**src/rtl/pool_pkg.sv**
```systemverilog
// Shared constants and reader state encoding for the pooled-feature buffer
// (the writer block reuses the same geometry constants).
package pool_pkg;
    localparam int POOL_CH     = 3;
    localparam int POOL_ROWS   = 3;
    localparam int POOL_COLS   = 3;
    localparam int POOL_DW     = 8;
    localparam int POOL_NELEM  = POOL_CH * POOL_ROWS * POOL_COLS;
    localparam int POOL_SNAP_W = POOL_NELEM * POOL_DW;
    localparam int POOL_IW     = 2;

    typedef enum logic {
        RD_IDLE   = 1'b0,
        RD_STREAM = 1'b1
    } pool_rd_state_e;
endpackage

```
**src/rtl/pool_idx_cnt.sv**
```systemverilog
// Nested ch/r/c wrap counter; ORDER=0 runs c fastest then r then ch,
// ORDER=1 runs ch fastest then c then r.
module pool_idx_cnt
    import pool_pkg::*;
#(
    parameter int CH    = POOL_CH,
    parameter int ROWS  = POOL_ROWS,
    parameter int COLS  = POOL_COLS,
    parameter int ORDER = 0
) (
    input  logic               clk_i,
    input  logic               rst_i,
    input  logic               clr_i,
    input  logic               adv_i,
    output logic [POOL_IW-1:0] ch_o,
    output logic [POOL_IW-1:0] r_o,
    output logic [POOL_IW-1:0] c_o,
    output logic               is_last_o
);
    localparam logic [POOL_IW-1:0] CH_MAX = POOL_IW'(CH - 1);
    localparam logic [POOL_IW-1:0] R_MAX  = POOL_IW'(ROWS - 1);
    localparam logic [POOL_IW-1:0] C_MAX  = POOL_IW'(COLS - 1);

    logic [POOL_IW-1:0] ch_q, ch_d, r_q, r_d, c_q, c_d;

    always_ff @(posedge clk_i) begin
        if (rst_i) begin
            ch_q <= '0;
            r_q  <= '0;
            c_q  <= '0;
        end else begin
            ch_q <= ch_d;
            r_q  <= r_d;
            c_q  <= c_d;
        end
    end

    always_comb begin
        ch_d = ch_q;
        r_d  = r_q;
        c_d  = c_q;
        if (clr_i) begin
            ch_d = '0;
            r_d  = '0;
            c_d  = '0;
        end else if (adv_i) begin
            if (ORDER == 0) begin
                if (c_q == C_MAX) begin
                    c_d = '0;
                    if (r_q == R_MAX) begin
                        r_d  = '0;
                        ch_d = (ch_q == CH_MAX) ? '0 : ch_q + 1'b1;
                    end else begin
                        r_d = r_q + 1'b1;
                    end
                end else begin
                    c_d = c_q + 1'b1;
                end
            end else begin
                if (ch_q == CH_MAX) begin
                    ch_d = '0;
                    if (c_q == C_MAX) begin
                        c_d = '0;
                        r_d = (r_q == R_MAX) ? '0 : r_q + 1'b1;
                    end else begin
                        c_d = c_q + 1'b1;
                    end
                end else begin
                    ch_d = ch_q + 1'b1;
                end
            end
        end
    end

    assign ch_o      = ch_q;
    assign r_o       = r_q;
    assign c_o       = c_q;
    assign is_last_o = (ch_q == CH_MAX) && (r_q == R_MAX) && (c_q == C_MAX);
endmodule

```
**src/rtl/pool_lin_reader.sv**
```systemverilog
// Snapshots the flat pooled vector on start and streams it one element per
// beat. Handshake: a beat transfers on any cycle with out_vld & out_rdy; out_vld
// is a pure function of state and the beat fields hold while out_rdy is low.
module pool_lin_reader
    import pool_pkg::*;
#(
    parameter int CH    = POOL_CH,
    parameter int ROWS  = POOL_ROWS,
    parameter int COLS  = POOL_COLS,
    parameter int DW    = POOL_DW,
    parameter int ORDER = 0
) (
    input  logic                        clk,
    input  logic                        rst,
    input  logic                        start,
    input  logic [CH*ROWS*COLS*DW-1:0]  pool_lin,
    output logic                        busy,
    output logic                        out_vld,
    input  logic                        out_rdy,
    output logic [DW-1:0]               out_data,
    output logic [1:0]                  out_ch,
    output logic [1:0]                  out_r,
    output logic [1:0]                  out_c,
    output logic                        out_last,
    output logic                        done,
    output pool_rd_state_e              dbg_state
);
    localparam int NELEM = CH * ROWS * COLS;

    pool_rd_state_e          state_q, state_d;
    logic [NELEM*DW-1:0]     snap_q, snap_d;
    logic                    done_q, done_d;
    logic [POOL_IW-1:0]      idx_ch, idx_r, idx_c;
    logic                    idx_last;
    logic                    streaming, cnt_clr, cnt_adv;
    logic [31:0]             addr;
    logic [DW-1:0]           sel_byte;

    assign streaming = (state_q == RD_STREAM);
    assign cnt_clr   = (state_q == RD_IDLE) && start;
    assign cnt_adv   = streaming && out_rdy;

    pool_idx_cnt #(
        .CH(CH), .ROWS(ROWS), .COLS(COLS), .ORDER(ORDER)
    ) u_idx (
        .clk_i     (clk),
        .rst_i     (rst),
        .clr_i     (cnt_clr),
        .adv_i     (cnt_adv),
        .ch_o      (idx_ch),
        .r_o       (idx_r),
        .c_o       (idx_c),
        .is_last_o (idx_last)
    );

    always_ff @(posedge clk) begin
        if (rst) begin
            state_q <= RD_IDLE;
            snap_q  <= '0;
            done_q  <= 1'b0;
        end else begin
            state_q <= state_d;
            snap_q  <= snap_d;
            done_q  <= done_d;
        end
    end

    always_comb begin
        state_d = state_q;
        snap_d  = snap_q;
        done_d  = 1'b0;
        case (state_q)
            RD_IDLE: begin
                if (start) begin
                    state_d = RD_STREAM;
                    snap_d  = pool_lin;
                end
            end
            RD_STREAM: begin
                if (out_rdy && idx_last) begin
                    state_d = RD_IDLE;
                    done_d  = 1'b1;
                end
            end
            default: state_d = RD_IDLE;
        endcase
    end

    // Full-width address so no geometry can alias two elements.
    assign addr = 32'(idx_ch) * 32'(ROWS * COLS) + 32'(idx_r) * 32'(COLS) + 32'(idx_c);

    always_comb begin
        sel_byte = '0;
        for (int k = 0; k < NELEM; k++) begin
            if (addr == 32'(k)) sel_byte = snap_q[k*DW +: DW];
        end
    end

    assign busy      = streaming;
    assign out_vld   = streaming;
    assign out_data  = streaming ? sel_byte : '0;
    assign out_ch    = streaming ? idx_ch : '0;
    assign out_r     = streaming ? idx_r : '0;
    assign out_c     = streaming ? idx_c : '0;
    assign out_last  = streaming && idx_last;
    assign done      = done_q;
    assign dbg_state = state_q;
endmodule

```
**config.mk**
```make
export PLATFORM = sky130hd
export DESIGN_NAME = pool_lin_reader
export DESIGN_NICKNAME = d
export VERILOG_FILES = /design/src/rtl/pool_pkg.sv /design/src/rtl/pool_idx_cnt.sv /design/src/rtl/pool_lin_reader.sv
export SDC_FILE = /design/constraint.sdc
export NUM_CORES = 1
export LEC_CHECK = 0
export BUFFER_PORTS_ARGS = -buffer_cell sky130_fd_sc_hd__buf_4
export CAP_MARGIN = 20
export CORE_ASPECT_RATIO = 1.5
export CORE_MARGIN = 8
export CORE_UTILIZATION = 50
export CTS_CLUSTER_DIAMETER = 60
export CTS_CLUSTER_SIZE = 40
export DETAILED_ROUTE_END_ITERATION = 10
export GPL_TIMING_DRIVEN = 0
export PLACE_DENSITY = 0.76
export SETUP_SLACK_MARGIN = 0.02
export SYNTH_ARGS = -nofsm -noshare
export SYNTH_HDL_FRONTEND = slang
export SYNTH_SLANG_ARGS = --single-unit
```
**constraint.sdc**
```tcl
create_clock -name clk -period 4.75 [get_ports clk]
set_input_delay 0.475 -clock clk [delete_from_list [all_inputs] [get_ports clk]]
set_output_delay 0.475 -clock clk [all_outputs]
set_load 0.005 [all_outputs]
```
==> results_dict.tcl, run 1 <==
set metrics [dict create \
    reg2regPathDepth 5 \
    period_share_pct 98.9 \
    yosys-top-cells-area "dfxtp_1 48%, a22o_1 20%, clkbuf_1 2.2%" \
    synthXorXnorAreaFrac_pct 0.546 \
    synthArstFlopShare_pct 0 \
    first_pass_iters 6 \
    synth_top_family_by_area "compound AO/OA/AOI/OAI gates" \
    wl_met2_microns 17400 \
    io_buffers 238 \
    cts_root_buffer "clkbuf_16" \
    clkLatencyLatePin_ps 490 \
    num_io_pins 239 \
    postSynthCellCount 912 \
    m1WireLength_microns 13500 \
    worstReg2RegEnd "snap_q[81]" \
    slew_headroom_pct 36.3 \
    fin_nets 1411 \
    worstReg2RegStart "busy" \
    die_y_microns 184 \
    grt_overflow 0 \
    timing.fmax_mhz 213 \
    htree_levels 1 \
    leakage_nw 5.16 \
    grt_util_all_layers_pct 29.6 \
    drt_iter0_drc 1075 \
    rsz0062_at_grt "no" \
    num_rows 61 \
    cts_buffer_depth 3 \
    min_from "rst" \
    num_antenna_cells 0 \
    hold_ws_ps 179 \
    ir_drop_v 0.000304 \
    synth_cell_types 74 \
    die_w_microns 128 \
    numCtsBuffers 12 \
    wl_per_cell_microns 25.1 \
    fin_setup_tns_ps 0 \
    via_count 9179 \
    ctsHoldBuffers 0 \
    rrSetupSlack_ps 1640 \
    wl_microns 36200 \
    crit_path_start_kind "flop" \
    cts_tree "yes" \
    worst_slew_pin_slew_ps 953 \
    power.density_nw_per_um2 310 \
    maxCapViolCount 0 \
    core_area_sq_um 18500 \
    routed.top_layer "met4" \
    yosysTopAreaCell "dfxtp_1" \
    synth-simple-area-share_pct 8.45 \
    worstPathArrival_ps 4220 \
    hold_viol_final 0 \
    synth_compound_area_share_pct 33.8 \
    critPathMaxFanout 10 \
    dieArea_sq_um 23500 \
    gp_congestion 0.951 \
    yosysWarnings 0 \
    endpoint_kind "output pin" \
    antenna_found_initial 1 \
    grt_pass1_wl_microns 53900 \
    syn_nets 1141 \
    synth_area_per_cell_sq_um 10.3 \
    muxShareOfSynthArea_pct 4.10 \
    place.detailed.hpwl_microns 27500 \
    synth_edf_count 0 \
    synth-adder-area-share_pct 1.36 \
    route.met3.wl_microns 2910 \
    fin_crit_ps 4700 \
    setup_viol 0 \
    ys_seq_area_share_pct 47.8 \
    hp-class "in2reg" \
    drive_gt1_share_pct 30.9 \
    initial_core_util_pct 50.8 \
    yosysTopAreaCellShare_pct 47.8 \
    cts.sinks 224 \
    area_growth_pct 32.3 \
    clkTransAtPathRegs_ps 100 \
    grt_pass1_vias 9412 \
    ant_nets 0 \
    skew_ps 15.1 \
    hold_end "done" \
    ys_ff_latch 224 \
    grt_start_max_net_pins 35 \
    synth_top_flop_cell "dfxtp_1" \
    fillers 1527 \
    crit_type "reg2out" \
    syn-cell-area_sq_um 9390 \
    slew_violations 0 \
    avgViaCountPerCell 6.37 \
    whs_path_depth 2 \
    status "completed" \
    drc 0 \
    crit_required_ps 4280 \
]
==> layer usage <==
metal	vias up	track usage, %
met4	0	19.2
met5	-	0
met3	154	5.87
li1	4128	-
met1	4383	34.2
met2	514	49.1
==> through the flow <==
step	util, %	area, sq um	std cells	setup slack (ps)	power, mW
after floorplan	-	9390	912	1110	2.35
after global placement	62.2	11500	1402	-402	2.63
after detailed placement	62.2	11500	1402	-392	2.63
after CTS	66.3	12300	1434	6.56	3.84
after global routing	67.3	12400	1440	10.2	3.97
final	67.3	12400	1440	51.6	3.85
==> area by class of cell <==
cell class              count  area (sq um)  area share [%]
clock buffers              13           325            2.62
flip-flops and latches    224          4490            36.2
well taps                 252           315            2.54
plain buffers              76           349            2.81
multi-input cells         596          4860            39.1
repair buffers            256          1920            15.5
clock inverters             7          96.3           0.776
inverters                  16          60.1           0.483
==> cells by family (layout without fill, tap and decap cells) <==
kind of cell               after synthesis  after routing
buffers and inverters                   93            368
xor gates and xnor gates                 5              5
AOI/OAI and AO/OA                      393            393
and+or+nand+nor                        158            159
adders and majority gates                9              9
DFF                                    224            224
muxes                                   30             30
==> timing repair <==
action / 4_1_cts / 5_1_grt
gates cloned: 0 / 1
gates resized for setup: 53 / 36
setup endpoints to repair: 8 / 8
pin swaps: 4 / 11
setup buffers: 12 / 6
==> sequential cells by signal, indices dropped and copies added (netlist names) <==
signal	flops
busy	1
done	1
snap_q	216
u_idx.c_o	2
u_idx.ch_o	2
u_idx.r_o	2
==> Yosys cell counts, types with 6 or more instances <==
| cell | instances |
|---|---|
| a211oi_1 | 7 |
| a21oi_1 | 27 |
| a221oi_1 | 6 |
| a22o_1 | 212 |
| a22oi_1 | 16 |
| a32oi_1 | 9 |
| and2_1 | 7 |
| buf_1 | 7 |
| buf_2 | 12 |
| clkbuf_1 | 55 |
| dfxtp_1 | 224 |
| ha_1 | 7 |
| inv_1 | 13 |
| mux2_2 | 8 |
| mux2i_1 | 16 |
| mux4_2 | 6 |
| nand2_1 | 45 |
| nand3_1 | 14 |
| nor2_1 | 34 |
| nor3_1 | 16 |
| o211ai_1 | 7 |
| o21ai_0 | 34 |
| o221ai_1 | 6 |
| o31ai_1 | 6 |
==> worst max-delay path, stage by stage, from the launching register on <==
cell and delay [ps]:
dfxtp_2 430, fa_1 460, ha_1 190, clkbuf_4 230
a211oi_4 370, buf_4 210, or4_1 120, and3_1 150
buf_2 270, o221ai_1 250, a2111oi_4 420, a211oi_2 160
o31a_1 340, buf_4 140
==> layout by cell type (no fill, tap or decap), types with 6 or more instances in the layout <==
cell type,instances
nor2_1,31
nand2_1,44
nand3_1,14
o21ai_0,31
a22o_1,211
a221oi_1,6
clkbuf_16,13
mux2_2,8
ha_1,7
a22oi_1,16
clkbuf_1,48
a32oi_1,9
buf_4,261
mux4_2,6
a21oi_1,25
buf_2,8
o211ai_1,7
nor3_1,14
dfxtp_1,220
mux2i_1,14
inv_1,13
o21ai_1,6
and2_1,7
==> worst max-delay path by stage <==
stage                  start     endpoint
3_3_place_gp    u_idx.r_o[0]  out_data[5]
2_1_floorplan   u_idx.r_o[0]  out_data[5]
6_report        u_idx.r_o[0]  out_data[5]
5_1_grt         u_idx.r_o[0]  out_data[5]
4_1_cts        u_idx.ch_o[1]  out_data[2]
3_5_place_dp    u_idx.r_o[0]  out_data[5]
==> where the power goes <==
part,internal [mW],switching [mW],leakage [nW]
clock network,0.542,0.692,0.201
logic,0.265,0.242,3.11
registers,2.01,0.0964,1.84
Note: power is estimated with default switching activity, not from simulation.
==> inputs of run 2 (changes only) <==
--- a/config.mk
+++ b/config.mk
@@ -5,8 +5,9 @@
 export SDC_FILE = /design/constraint.sdc
 export NUM_CORES = 1
 export LEC_CHECK = 0
+export ABC_AREA = 1
 export BUFFER_PORTS_ARGS = -buffer_cell sky130_fd_sc_hd__buf_4
-export CAP_MARGIN = 20
+export CAP_MARGIN = 40
 export CORE_ASPECT_RATIO = 1.5
 export CORE_MARGIN = 8
 export CORE_UTILIZATION = 50
@@ -14,7 +15,7 @@
 export CTS_CLUSTER_SIZE = 40
 export DETAILED_ROUTE_END_ITERATION = 10
 export GPL_TIMING_DRIVEN = 0
-export PLACE_DENSITY = 0.76
+export PLACE_DENSITY = 0.75
 export SETUP_SLACK_MARGIN = 0.02
 export SYNTH_ARGS = -nofsm -noshare
 export SYNTH_HDL_FRONTEND = slang
==> constraint.sdc (replaced) <==
create_clock -name clk -period 5.6 [get_ports clk]
set_input_delay 0.56 -clock clk [delete_from_list [all_inputs] [get_ports clk]]
set_output_delay 0.56 -clock clk [all_outputs]
set_load 0.005 [all_outputs]
==> results_dict.tcl, run 2 <==
set metrics [dict create \
    grt_overflow 0 \
    drt_iter0_drc 674 \
    cts_tree "yes" \
    yosysTopAreaCell "dfxtp_1" \
    via_count 10000 \
    crit_required_ps 5040 \
    htree_levels 1 \
    skew_ps 20.4 \
    ctsHoldBuffers 0 \
    synthArstFlopShare_pct 0 \
    crit_type "reg2out" \
    slew_violations 0 \
    cts_buffer_depth 3 \
    cts_root_buffer "clkbuf_16" \
    die_w_microns 131 \
    largest_register_ffs 216 \
    grt_pass1_vias 9898 \
    drc 0 \
    worst_slew_pin_slew_ps 878 \
    core_area_sq_um 19600 \
    hp-class "in2reg" \
    dieArea_sq_um 24700 \
    grt_pass1_wl_microns 48300 \
    status "completed" \
    numCtsBuffers 12 \
    top_register "snap_q" \
    die_y_microns 189 \
    fin_setup_tns_ps 0 \
    setup_ws_ps 350 \
    syn_nets 1693 \
    grt_start_max_net_pins 32 \
    yosys-top-cells-count "309 x nor2_1, 261 x nand2_1, 224 x dfxtp_1" \
    syn-cell-area_sq_um 9940 \
    first_pass_iters 5 \
    cts.sinks 224 \
    yosysTopAreaCellShare_pct 45.1 \
    synth_edf_count 0 \
    num_io_pins 239 \
    postSynthCellCount 1464 \
    rsz0062_at_grt "no" \
    avgViaCountPerCell 5.07 \
    place.detailed.hpwl_microns 24500 \
    yosysWarnings 0 \
    yosysMostFrequentCell "nor2_1" \
    fin_crit_ps 5250 \
    final_cell_mix "309 x nor2_1, 261 x nand2_1, 240 x buf_4" \
    worstPathArrival_ps 4690 \
    synth_area_per_cell_sq_um 6.79 \
    num_antenna_cells 0 \
    ys_ff_latch 224 \
    gp_congestion 0.892 \
    ys_seq_area_share_pct 45.1 \
    timing.fmax_mhz 190 \
    pre_cts_ws_ps 833 \
    fin_nets 1945 \
    cts_resized 0 \
    ir_drop_v 0.000184 \
    setup_viol 0 \
    period_share_pct 93.7 \
    io_buffers 238 \
    slew_headroom_pct 41.0 \
    synth_cell_types 28 \
    mostFrequentLayoutCell "nor2_1" \
    maxCapViolCount 0 \
    endpoint_kind "output pin" \
    num_rows 63 \
    critPathMaxFanout 9 \
    crit_path_start_kind "flop" \
    final_util_pct 63.4 \
    post_cts_buffers 0 \
    leakage_nw 5.52 \
    area_growth_pct 25.1 \
    clkLatencyLatePin_ps 480 \
    wl_microns 30600 \
    synth_top_flop_cell "dfxtp_1" \
    ant_nets 0 \
    initial_core_util_pct 50.6 \
    yosys-top-cells-area "dfxtp_1 45%, nor2_1 12%, o21ai_0 11%" \
    power.density_nw_per_um2 262 \
    clkTransAtPathRegs_ps 120 \
    grt_util_all_layers_pct 23.8 \
    wl_per_cell_microns 15.4 \
    antenna_found_initial 0 \
    hold_viol_final 0 \
    drive_gt1_share_pct 16.7 \
]
==> run 2: cell count changes in the layout (fill, tap and decap cells not counted), moves of 16 or more <==
cell | before | now
a21oi_1 | 25 | 71
a22o_1 | 211 | 0
a22oi_1 | 16 | 0
buf_4 | 261 | 240
clkbuf_1 | 48 | 69
inv_1 | 13 | 147
nand2_1 | 44 | 261
nand3_1 | 14 | 76
nand4_1 | 4 | 32
nor2_1 | 31 | 309
o21ai_0 | 31 | 220
==> run 2: area by class of cell <==
type,instances,area [sq um]
Multi-Input combinational cell,1014,4600
Tap cell,260,325
Timing Repair Buffer,238,1790
Fill cell,1923,7190
Sequential cell,224,4490
Inverter,153,574
Clock inverter,4,52.6
Clock buffer,15,333
Buffer,73,282
==> run 2: final timing paths <==
path                            slack, ps  cells after the start          start           to
worst max-delay path                  350                     25  u_idx.ch_o[0]  out_data[3]
worst min-delay path                  260                      2            rst         busy
worst max register to register       3090                      6           busy  snap_q[108]
worst min register to register        450                      2    snap_q[118]  snap_q[118]
==> run 2: worst max-delay path: stages, from the launching register on <==
cell and delay [ps]:
dfxtp_1 430, fa_1 460, ha_1 350, nand2_1 100
inv_2 40, nand2_2 90, nand3_1 150, nand2_4 150
nand3_2 130, nor2_4 230, nand2_1 80, nand2_1 100
nand4_1 110, nor2_1 180, nand4_1 110, nor2_1 180
nand4_1 130, nor2_1 140, nand4_1 140, nor2_1 160
nand4_1 170, nor2_1 200, nand4_1 110, nand2_1 80
inv_1 40, buf_4 120
==> run 2: report_power, final <==
part           total [mW]  leakage, nW  switching (mW)  internal, mW
Combinational       0.486         3.48           0.275         0.211
Clock               0.993        0.187           0.548         0.445
Sequential           1.77         1.85          0.0564          1.72
Total                3.25         5.52           0.880          2.37
==> run 2: kinds of logic (layout without fill, tap and decap cells) <==
logic type / count (synthesis) / count (layout) / synth area share [%]
AO/OA/AOI/OAI: 293 / 293 / 14.8
XOR/XNOR: 1 / 1 / 0.0881
adder cells (fa/ha/maj): 9 / 9 / 1.28
buffers and inverters: 226 / 483 / 8.61
flip-flops: 224 / 224 / 45.1
AND/OR/NAND/NOR: 711 / 711 / 30.1
==> run 2: per-layer routing <==
layer	GRT usage [%]	share of wire, %	up-vias
met3	3.25	5.3	66
met4	10.4	3.8	0
met2	44.3	52	312
met5	0	0	-
li1	-	-	5155
met1	26.3	39	4512
==> run 2: through the flow <==
stage	power [mW]	instances	hold WS [ps]	cell area (sq um)
2_1_floorplan	2.06	1464	414	9940
3_3_place_gp	2.28	1962	429	12100
3_5_place_dp	2.30	1962	432	12100
4_1_cts	3.27	1981	244	12400
5_1_grt	3.40	1981	248	12400
6_report	3.25	1981	261	12400
